$ cat config.mk
export PLATFORM = sky130hd
export DESIGN_NAME = debug_dump_scheduler
export DESIGN_NICKNAME = d
export VERILOG_FILES = /design/src/rtl/debug_dump_scheduler.sv
export SDC_FILE = /design/constraint.sdc
export NUM_CORES = 1
export LEC_CHECK = 0
export CORE_UTILIZATION = 50
export CTS_CLUSTER_SIZE = 40
export DETAILED_ROUTE_END_ITERATION = 16
export GPL_TIMING_DRIVEN = 0
export PLACE_DENSITY_LB_ADDON = 0.08
export SYNTH_ARGS = -nofsm -noshare
export SYNTH_HDL_FRONTEND = slang
export SYNTH_SLANG_ARGS = --single-unit
$ cat constraint.sdc
create_clock -name clk -period 4.9 [get_ports clk]
set_input_delay 0.98 -clock clk [delete_from_list [all_inputs] [get_ports clk]]
set_output_delay 0.98 -clock clk [all_outputs]
set_load 0.03 [all_outputs]
$ cat src/rtl/debug_dump_scheduler.sv
// Debug dump scheduler: queues dump requests and streams framed messages to a shared UART.
// It also sequences core single-step pulses around the dumps. Define DUMP_HEX_EN to send ASCII hex instead of raw bytes.
module debug_dump_scheduler (
   input  logic        clk,
   input  logic        reset,
   input  logic        step_pulse,
   input  logic        pc_inst_trigger,
   input  logic        reg_trigger,
   input  logic        alu_trigger,
   input  logic [31:0] pc,
   input  logic [31:0] instruction,
   input  logic [31:0] reg_value,
   input  logic [31:0] alu_result,
   input  logic        tx_busy,
   output logic        tx_start,
   output logic [7:0]  tx_data,
   output logic        core_step,
   output logic        dump_active
);

   // A data unit is one nibble in hex mode or one whole byte in raw mode.
`ifdef DUMP_HEX_EN
   localparam int UNIT_BITS = 4;
`else
   localparam int UNIT_BITS = 8;
`endif
   localparam logic [4:0] LAST_PC   = 5'(64 / UNIT_BITS + 1);
   localparam logic [4:0] LAST_WORD = 5'(32 / UNIT_BITS + 1);

   typedef enum logic [2:0] {IDLE, GRANT, SEND, WAIT, DONE} state_t;
   typedef enum logic [1:0] {SRC_PC, SRC_REG, SRC_ALU} src_t;

   state_t state;
   src_t   src;
   logic   pend_pc, pend_reg, pend_alu, step_pend, wait_first;
   logic [4:0]  byte_idx;
   logic [63:0] hold;
   logic [4:0]  msg_last;
   logic [4:0]  unit_idx;
   logic [5:0]  unit_base;
   logic [UNIT_BITS-1:0] unit;
   logic [7:0]  cur_byte;
   logic        any_pend, any_trig;

   assign any_pend = pend_pc | pend_reg | pend_alu;
   assign any_trig = pc_inst_trigger | reg_trigger | alu_trigger;
   assign msg_last = (src == SRC_PC) ? LAST_PC : LAST_WORD;

   // Holding register is left-aligned so every message walks it from bit 63 down.
   always_comb begin
      unit_idx  = byte_idx - 5'd1;
      unit_base = 6'(63 - UNIT_BITS * int'(unit_idx));
      unit      = hold[unit_base -: UNIT_BITS];
      cur_byte  = 8'h00;
      if (byte_idx == 5'd0) begin
         case (src)
            SRC_PC:  cur_byte = 8'h50;
            SRC_REG: cur_byte = 8'h52;
            default: cur_byte = 8'h41;
         endcase
      end else if (byte_idx == msg_last) begin
         cur_byte = 8'h0A;
      end else begin
`ifdef DUMP_HEX_EN
         cur_byte = (unit < 4'd10) ? {4'h3, unit} : (8'h37 + {4'h0, unit});
`else
         cur_byte = unit;
`endif
      end
   end

   // Request latching, grant arbitration, byte streaming and step sequencing.
   always_ff @(posedge clk) begin
      if (reset) begin
         state       <= IDLE;
         src         <= SRC_PC;
         pend_pc     <= 1'b0;
         pend_reg    <= 1'b0;
         pend_alu    <= 1'b0;
         step_pend   <= 1'b0;
         wait_first  <= 1'b0;
         byte_idx    <= 5'd0;
         hold        <= 64'd0;
         tx_start    <= 1'b0;
         tx_data     <= 8'h00;
         core_step   <= 1'b0;
         dump_active <= 1'b0;
      end else begin
         tx_start  <= 1'b0;
         core_step <= 1'b0;
         if (pc_inst_trigger) pend_pc  <= 1'b1;
         if (reg_trigger)     pend_reg <= 1'b1;
         if (alu_trigger)     pend_alu <= 1'b1;
         if (step_pulse) begin
            if (state == IDLE && !any_pend && !any_trig) core_step <= 1'b1;
            else step_pend <= 1'b1;
         end
         case (state)
            IDLE: begin
               if (any_pend) begin
                  state       <= GRANT;
                  dump_active <= 1'b1;
               end else if (step_pend && !any_trig) begin
                  core_step <= 1'b1;
                  step_pend <= 1'b0;
               end
            end
            GRANT: begin
               byte_idx <= 5'd0;
               state    <= SEND;
               if (pend_pc) begin
                  src     <= SRC_PC;
                  hold    <= {pc, instruction};
                  pend_pc <= pc_inst_trigger;
               end else if (pend_reg) begin
                  src      <= SRC_REG;
                  hold     <= {reg_value, 32'd0};
                  pend_reg <= reg_trigger;
               end else begin
                  src      <= SRC_ALU;
                  hold     <= {alu_result, 32'd0};
                  pend_alu <= alu_trigger;
               end
            end
            SEND: begin
               if (!tx_busy) begin
                  tx_start   <= 1'b1;
                  tx_data    <= cur_byte;
                  byte_idx   <= byte_idx + 5'd1;
                  wait_first <= 1'b1;
                  state      <= WAIT;
               end
            end
            WAIT: begin
               wait_first <= 1'b0;
               if (!wait_first && !tx_busy) begin
                  if (byte_idx <= msg_last) begin
                     state <= SEND;
                  end else begin
                     state <= DONE;
                     if (step_pend && !any_pend && !any_trig) begin
                        core_step <= 1'b1;
                        step_pend <= 1'b0;
                     end
                  end
               end
            end
            default: begin
               state       <= IDLE;
               dump_active <= 1'b0;
            end
         endcase
      end
   end

endmodule

======== Word level (Yosys, flattened, before mapping) ========
Cells that the tools add are included.
storage, ports and cells
  register bits after elaboration ......... 90
  bits of input ports ..................... 135
  output and inout bits ................... 11
  logic and storage cells ................. 102
operators by class
  $add $sub $neg .......................... 3
  magnitude comparators ................... 1
  equality and inequality tests ........... 8
  shift operators ......................... 1
  multiplexer cells ....................... 47
  bitwise logic cells ..................... 7
  reduce and logical (&&, ||, !) cells .... 22
operator list
  operator                                                          count
  64-bit two-way mux                                                2
  71-bit by 7-bit indexed part select with 8-bit output             1
  1-bit two-way mux                                                 28
  5-bit one-hot mux with 2 select lines                             2
  8-bit two-way mux                                                 2
  3-bit two-way mux                                                 4
  3-bit one-hot mux with 4 select lines                             1
  1-bit one-hot mux with 2 select lines                             4
  2-bit AND reduction                                               4
  3-bit by 2-bit == test with 1-bit output (second input constant)  2
  1-bit logical AND                                                 6
  2-bit != test (second input constant)                             3
  6-bit subtractor (first input constant)                           1
  5-bit by 1-bit adder with 5-bit output (second input constant)    1
  5-bit by 4-bit == test with 1-bit output                          1
  5-bit by 4-bit less-or-equal comparator with 1-bit output         1
  5-bit zero test                                                   1
  5-bit two-way mux                                                 1
  1-bit zero test                                                   4
  2-bit two-way mux                                                 2
  4-bit two-way mux                                                 1
  1-bit bitwise OR                                                  4
  2-bit nonzero test                                                2
  3-bit by 1-bit == test with 1-bit output (second input constant)  1
  8 further kinds                                                   10

======== Depth between registers and ports, before layout ========
Gate-level depths: netlist of run 1.
  word-level depth ........................ 11
  depth in mapped cells ................... 8
  gate-level depth less buffers ........... 8

======== Worst setup path after synthesis of run 1 ========
Ideal clock, no wire load.
  path kind ............................... register -> register
  start point ............................. reg byte_idx[0]
  end point ............................... reg tx_data[1]
  setup time .............................. 133 ps
  arrival ................................. 2259 ps
  data required time ...................... 4767 ps
  path slack .............................. 2508 ps
  stages on the path, launching flop included .. 9
  path buffers ............................ 1
  period minus slack after synthesis ...... 2392 ps
  cell sequence ........................... dfxtp_1 buf_4 inv_1 ha_1 xor2_4 mux4_1 mux2_2 a211oi_2 a2111oi_2
between the ends
  cells in the longest elaborated chain, start to end .. 5
  elaborated cells on any way between the ends .. 7
  classes of those cells .................. add/sub: 2; eq/ne: 1; shift: 1; mux: 2; reduce/logical: 1
ends and longest elaborated chain
  element                                                line  source
  start, declared                                        36    logic [4:0] byte_idx;
  start signal, assigned                                 129   byte_idx <= byte_idx + 5'd1;
  3-bit by 1-bit subtractor with 3-bit output            51    unit_idx = byte_idx - 5'd1;
  6-bit subtractor                                       52    unit_base = 6'(63 - UNIT_BITS * int'(unit_idx));
  71-bit by 7-bit indexed part select with 8-bit output  53    unit = hold[unit_base -: UNIT_BITS];
  8-bit two-way mux                                      61    end else if (byte_idx == msg_last) begin
  8-bit two-way mux *                                    55    if (byte_idx == 5'd0) begin
  end signal, assigned                                   128   tx_data <= cur_byte;
  end, declared                                          16    output logic [7:0] tx_data,
Mark *: on every way between the ends. The rest lies on a longest branch, timed or not.
A chain may end at the register's enable or synchronous reset.

======== Worst setup path after layout of run 1 ========
Same ends and word-level chain as after synthesis.

==> metrics.md, run 1 <==
| Metric | Value |
|---|---|
| Met3 usage | `about 6%` |
| Worst EP arrival | `~2.9 ns` |
| Die ar. | `slightly above 9000 sq um` |
| Crit. End Element | `register` |
| Most used routing layer | `met2` |
| Yosys warns | `0` |
| Fin nets | `789` |
| Vias in the first global route | `slightly above 4000` |
| Delay-heaviest family, CP | `multiplexers` |
| Detailed Routing Iterations Pass 1 | `5` |
| Die width | `about 96 um` |
| Root Driver | `clkbuf_8` |
| Antenna Cells | `0` |
| Leading cell types in the layout, fill and taps excluded | `145 x clkdlybuf4s50_1, 112 x nand2_1, 90 x dfxtp_1, 44 x a21oi_1` |
| CP Data Required Time | `roughly 5.1 ns` |
| Gpl congestion | `approximately 0.84` |
| Crit-path max FO | `10` |
| EDFF count, synth | `0` |
| Vias | `between 4000 and 5000` |
| Critical path origin | `byte_idx[0]` |
| Starting DRT DRC Count | `between 150 and 200` |
| Pin count of the biggest net entering global routing | `17` |
| Maxcap violations | `0` |
| Post_cts resized | `0` |
| Core area | `around 8400 sq um` |
| Reg-to-reg endpoint | `tx_data[1]` |
| Max FFs per register | `64` |
| Pwr per Cell Area | `about 270 nW/um^2` |
| FF-to-FF path depth | `8` |
| Commonest non-fill, non-tap cell in the layout | `clkdlybuf4s50_1` |
| Clock Tree Buf Depth | `2` |
| Final instance area | `~6200 sq um` |
| Cell area after synthesis | `roughly 4400 sq um` |
| GRT Util Overall | `between 20% and 30%` |
| Port Buffers | `between 100 and 150` |
| RSZ-0062 raised after global routing | `false` |
| Syn avg cell area | `8.951 sq um` |
| First-pass GRT wire length | `19.35 mm` |
| Die Ht | `around 96 um` |
| Syn Inst Count | `roughly 490` |
| Relative slew slack | `~46%` |
| DRT Wirelength | `around 12 mm` |
| Slowest-stage cell, CP | `mux4_1` |
| # setup viols final | `0` |
| Fmax | `about 370 MHz` |
| Final Max Tran Viols | `0` |
| Top reg by flops | `hold` |
| Startpoint Class | `register` |
| I/O pin count | `between 100 and 150` |
| Crit-path cells | `buf_4 -> inv_1 -> ha_1 -> xor2_4 -> mux4_1 -> mux2_2 -> a211oi_2 -> a2111oi_2` |
| Largest regs | `hold x64, tx_data x8, byte_idx x5` |
| Htree depth | `3` |
| CTS Sinks | `90` |
| Clock slew at reported path FFs | `approximately 0.090 ns` |
| Num rows | `33` |
| # DRC | `0` |
| Wire per inst | `~16 um` |
| Synth-to-Final Area Change | `40.46%` |
| Initial Utilization | `approximately 53%` |
| Total Negative Setup Slacks | `0 ns` |
| Final min period | `approximately 2.7 ns` |
| Post-synthesis sequential area ratio | `approximately two fifths` |
| Via density | `between 5 and 6` |
| # hold bufs at CTS | `0` |
| Peak VDD IR | `between 0.15 and 0.2 mV` |
| Yosys cell types | `44` |
| Post-CTS setup buffer count | `0` |
| Final hold vios | `0` |
| DP Area | `approximately 6000 sq um` |
| Min-delay worst type | `reg2reg` |
| Slowest stage delay, CP | `around 0.62 ns` |
| TritonCTS clock tree | `built` |
| R2r setup slk | `between 2 and 2.5 ns` |
| Layout cells sized above 1 | `7.034%` |
| Antenna violations before repair | `0` |
| Crit share post-route | `55.02%` |
| Total gr overflow | `0` |
| Worst Hold End | `hold[60]` |
| Hpwl dp | `between 9 and 10 mm` |
| Met2 usage | `between 40% and 50%` |
| Most used flip-flop cell after synthesis | `dfxtp_1` |
| FFs w/ async S/R, synth | `0%` |
| Hold path startpoint | `hold[60]` |
| Clock skew | `approximately 0.0084 ns` |
| Status | `finished clean` |
| Worst R2R Start | `byte_idx[0]` |
| Slew @ Worst Pin | `between 0.8 and 0.9 ns` |
| Cts bufs inserted | `9` |
| Later-pin clock latency in the skew report | `0.37 ns` |
| Met1 usage | `about a third` |
| Flops & latches, synth | `90` |
| LEAKAGE | `between 2 and 2.5 nW` |
| Buf/Inv on CP | `2` |
| Hold depth | `2` |
| Routed Antenna Nets | `0` |
| Critical path class | `reg2reg` |
| Mapped Nets | `between 600 and 700` |
[cell usage after synthesis, types with 2 or more instances]
master | n | area [sq um]
nor2_1 | 17 | 63.81
nand2_1 | 112 | 420.4
buf_1 | 5 | 18.77
inv_1 | 7 | 26.28
a22o_1 | 33 | 289.0
a211oi_2 | 2 | 25.02
a21oi_1 | 44 | 220.2
nor3_1 | 11 | 55.05
ha_1 | 5 | 62.56
xor2_1 | 3 | 26.28
a31oi_1 | 2 | 12.51
a211o_1 | 2 | 17.52
mux2i_1 | 37 | 370.4
nand2b_1 | 2 | 12.51
nand4_1 | 2 | 12.51
or3_1 | 4 | 25.02
o22ai_1 | 2 | 12.51
o21ai_1 | 6 | 30.03
and2_1 | 2 | 12.51
mux2_2 | 2 | 22.52
mux4_2 | 12 | 270.3
nand3_1 | 2 | 10.01
buf_2 | 9 | 45.04
o21ai_0 | 37 | 185.2
clkbuf_1 | 22 | 82.58
dfxtp_1 | 90 | 1802
mux4_1 | 4 | 105.1
[power breakdown]
| part | leakage [nW] | switching [mW] | internal [mW] |
|---|---|---|---|
| Combinational | 1.50 | 0.182 | 0.195 |
| Sequential | 0.732 | 0.0258 | 0.773 |
| Clock | 0.0990 | 0.284 | 0.243 |
| Total | 2.33 | 0.491 | 1.21 |
[how the worst max path moves through the flow]
stage / to / cells past startpoint
global placement: tx_data[1] / 6
CTS: tx_data[1] / 8
floorplan: tx_data[1] / 8
finish: tx_data[1] / 8
global route: tx_data[1] / 8
detailed placement: tx_data[1] / 6
[layout make-up]
type                    instances  area [sq um]
repair buffers                145          1451
clock buffers                  10         127.6
plain buffers                  38         165.2
multi-input cells             358          2420
well taps                     105         131.4
inverters                       7         26.28
clock inverters                 6         75.07
fillers                       642          2183
flip-flops and latches         90          1802
[tightest hold or removal path, cell delays in order, from the launching register on]
cell     delay, ns
dfxtp_1       0.32
nand2_1       0.05
a21oi_1       0.05
[cells by family after synthesis]
kind of cell | synth area share (%)
and+or+nand+nor | 15.31
AOI/OAI and AO/OA | 19.25
DFF | 40.83
muxes | 17.41
buffers and inverters | 4.338
adders and majority gates | 1.644
xor gates and xnor gates | 1.219
[per-layer routing]
metal | share of wire (%) | up-vias
met1 | 42 | 1998
li1 | - | 2078
met3 | 5.2 | 23
met2 | 51 | 156
met5 | 0 | -
met4 | 2.0 | 0
[through the flow]
step / total power [mW] / setup slack [ns] / hold slack, ns / cells / utilization (%)
after floorplan: 1.008 / 2.508 / 0.4317 / 493 / -
after global placement: 1.179 / 1.910 / 0.4360 / 743 / 71.53
after detailed placement: 1.190 / 1.876 / 0.4491 / 743 / 71.53
after CTS: 1.705 / 2.211 / 0.4596 / 759 / 73.95
after global routing: 1.772 / 2.088 / 0.4839 / 759 / 73.95
final: 1.702 / 2.204 / 0.4627 / 759 / 73.95
Power figures use the tool's default switching activity.
==> inputs of run 2 (changes only) <==
CORE_UTILIZATION = 46   (was 50)
clock period = 2.7 ns   (was 4.9 ns; I/O delays follow)
==> run 2 against run 1 <==
Net effect:
- global-route usage is 2.5 points lower
- combinational power is 84% higher
- register-to-register slack worse by 2.1 ns
- first-iteration DRC count is 7.6% higher
- final area is 1.4% higher
- count of clock-buffer cells in the layout is 1 lower
- wire length is 0.55% lower
- sequential share of layout area is 0.39 points lower
- die area is 8.5% higher
- sequential power is 82% higher
- critical path type unchanged
- largest power group unchanged
- highest routed layer unchanged
==> metrics.md, run 2 (synthesized netlist as in run 1, its figures left out) <==
| Metric | Value |
|---|---|
| Critical path class | `reg2reg` |
| Clock Tree Buf Depth | `2` |
| Routed Antenna Nets | `0` |
| Die width | `approximately 100 um` |
| Slew @ Worst Pin | `0.8539 ns` |
| # setup viols final | `0` |
| Relative slew slack | `about 43%` |
| Layout cells sized above 1 | `around 8%` |
| Total gr overflow | `0` |
| Pwr per Cell Area | `roughly 500 nW/um^2` |
| Core area | `about 9300 sq um` |
| Vias | `4200` |
| Top reg by flops | `hold` |
| Sequential cell area | `approximately 1800 sq um` |
| First-pass GRT wire length | `slightly below 20 mm` |
| Leading cell types in the layout, fill and taps excluded | `145 x clkdlybuf4s50_1, 112 x nand2_1, 90 x dfxtp_1, 44 x a21oi_1` |
| # DRC | `0` |
| Maxcap violations | `0` |
| I/O pin count | `~150` |
| Total Power | `3.139 mW` |
| Later-pin clock latency in the skew report | `0.37 ns` |
| Antenna violations before repair | `0` |
| Total Negative Setup Slacks | `0 ns` |
| GRT Util Overall | `25.46%` |
| Final min period | `between 2 and 3 ns` |
| Final instance area | `between 6000 and 7000 sq um` |
| CTS Sinks | `90` |
| Cts bufs inserted | `9` |
| Htree depth | `3` |
| Commonest non-fill, non-tap cell in the layout | `clkdlybuf4s50_1` |
| Synth-to-Final Area Change | `42.39%` |
| Crit-path max FO | `8` |
| Wire per inst | `roughly 16 um` |
| Starting DRT DRC Count | `approximately 180` |
| Die Ht | `between 90 and 100 um` |
| Hpwl dp | `~9.5 mm` |
| Fmax | `385.4 MHz` |
| Startpoint Class | `register` |
| Min-delay worst type | `reg2reg` |
| Crit. End Element | `register` |
| Detailed Routing Iterations Pass 1 | `4` |
| Final Max Tran Viols | `0` |
| TritonCTS clock tree | `built` |
| Clock skew | `a little over 0.007 ns` |
| Worst EP arrival | `between 2 and 3 ns` |
| Port Buffers | `approximately 150` |
| LEAKAGE | `~2.4 nW` |
| Initial Utilization | `~48%` |
| Crit share post-route | `between 90% and 100%` |
| Area occupied by multi-input gates | `2420 sq um` |
| Pin count of the biggest net entering global routing | `19` |
| CP Data Required Time | `between 2 and 3 ns` |
| Non-Filler Instances | `approximately 790` |
| DRT Wirelength | `about 12 mm` |
| Vias in the first global route | `between 4000 and 5000` |
| Cell total after placement | `767` |
| Root Driver | `clkbuf_8` |
| Num rows | `35` |
| Gpl congestion | `0.8088` |
| Via density | `~5.3` |
| DP Area | `approximately 6000 sq um` |
| Fillers | `between 700 and 800` |
| Clock slew at reported path FFs | `0.10 ns` |
| Max FFs per register | `64` |
| Final hold vios | `0` |
| Fin nets | `794` |
| Die ar. | `about 10000 sq um` |
| Largest regs | `hold x64, tx_data x8, byte_idx x5` |
| Antenna Cells | `0` |
| Peak VDD IR | `roughly 0.27 mV` |
| Status | `finished clean` |
[run 2: critical path, cell delays in order, from the launching register on]
cell and delay, ns:
dfxtp_1 0.37, buf_4 0.21, inv_1 0.12, ha_1 0.28, xor2_4 0.32, mux4_1 0.60, mux2_2 0.30, a211oi_2 0.19
a2111oi_2 0.07
[run 2: final timing paths]
check,start,end,slack (ns),cells past startpoint
worst min register to register,tx_data[2],tx_data[2],0.46,2
worst min-delay path,tx_data[2],tx_data[2],0.46,2
worst max-delay path,byte_idx[0],tx_data[1],0.11,8
worst max register to register,byte_idx[0],tx_data[1],0.11,8
[run 2: timing repair]
item / CTS / global route
resized for setup: 0 / 2
hold buffers: 0 / 0
buffers inserted: 0 / 5
setup endpoints to repair: 0 / 4
[run 2: stage by stage]
stage               worst slack (ns)  utilization (%)  hold WS (ns)
floorplan                     0.3076                -        0.4317
global placement             0.06661            64.91        0.4406
detailed placement           0.05304            64.91        0.4477
CTS                          0.04013            67.26        0.4618
global route                -0.01173            67.68        0.4802
finish                        0.1052            67.68        0.4613
[run 2: cell type report]
| type | instances | area share, % |
|---|---|---|
| repair buffers | 150 | 23.70 |
| well taps | 129 | 2.569 |
| multi-input cells | 358 | 38.51 |
| flip-flops and latches | 90 | 28.67 |
| inverters | 7 | 0.4182 |
| plain buffers | 38 | 2.648 |
| clock inverters | 7 | 1.513 |
| clock buffers | 9 | 1.971 |
[run 2: layer usage]
metal | global-route usage (%) | vias up | routed length (um)
met3 | 5.014 | 16 | 752
met4 | 6.222 | 0 | 155
met2 | 43.55 | 144 | 6112
li1 | - | 2088 | -
met5 | 0 | - | 0
met1 | 33.03 | 1952 | 5245
[run 2: report_power, final]
group	switching (mW)	leakage [nW]	internal (mW)	total [mW]
registers	0.0446	0.732	1.40	1.45
clock network	0.542	0.111	0.457	0.999
logic	0.332	1.52	0.361	0.693
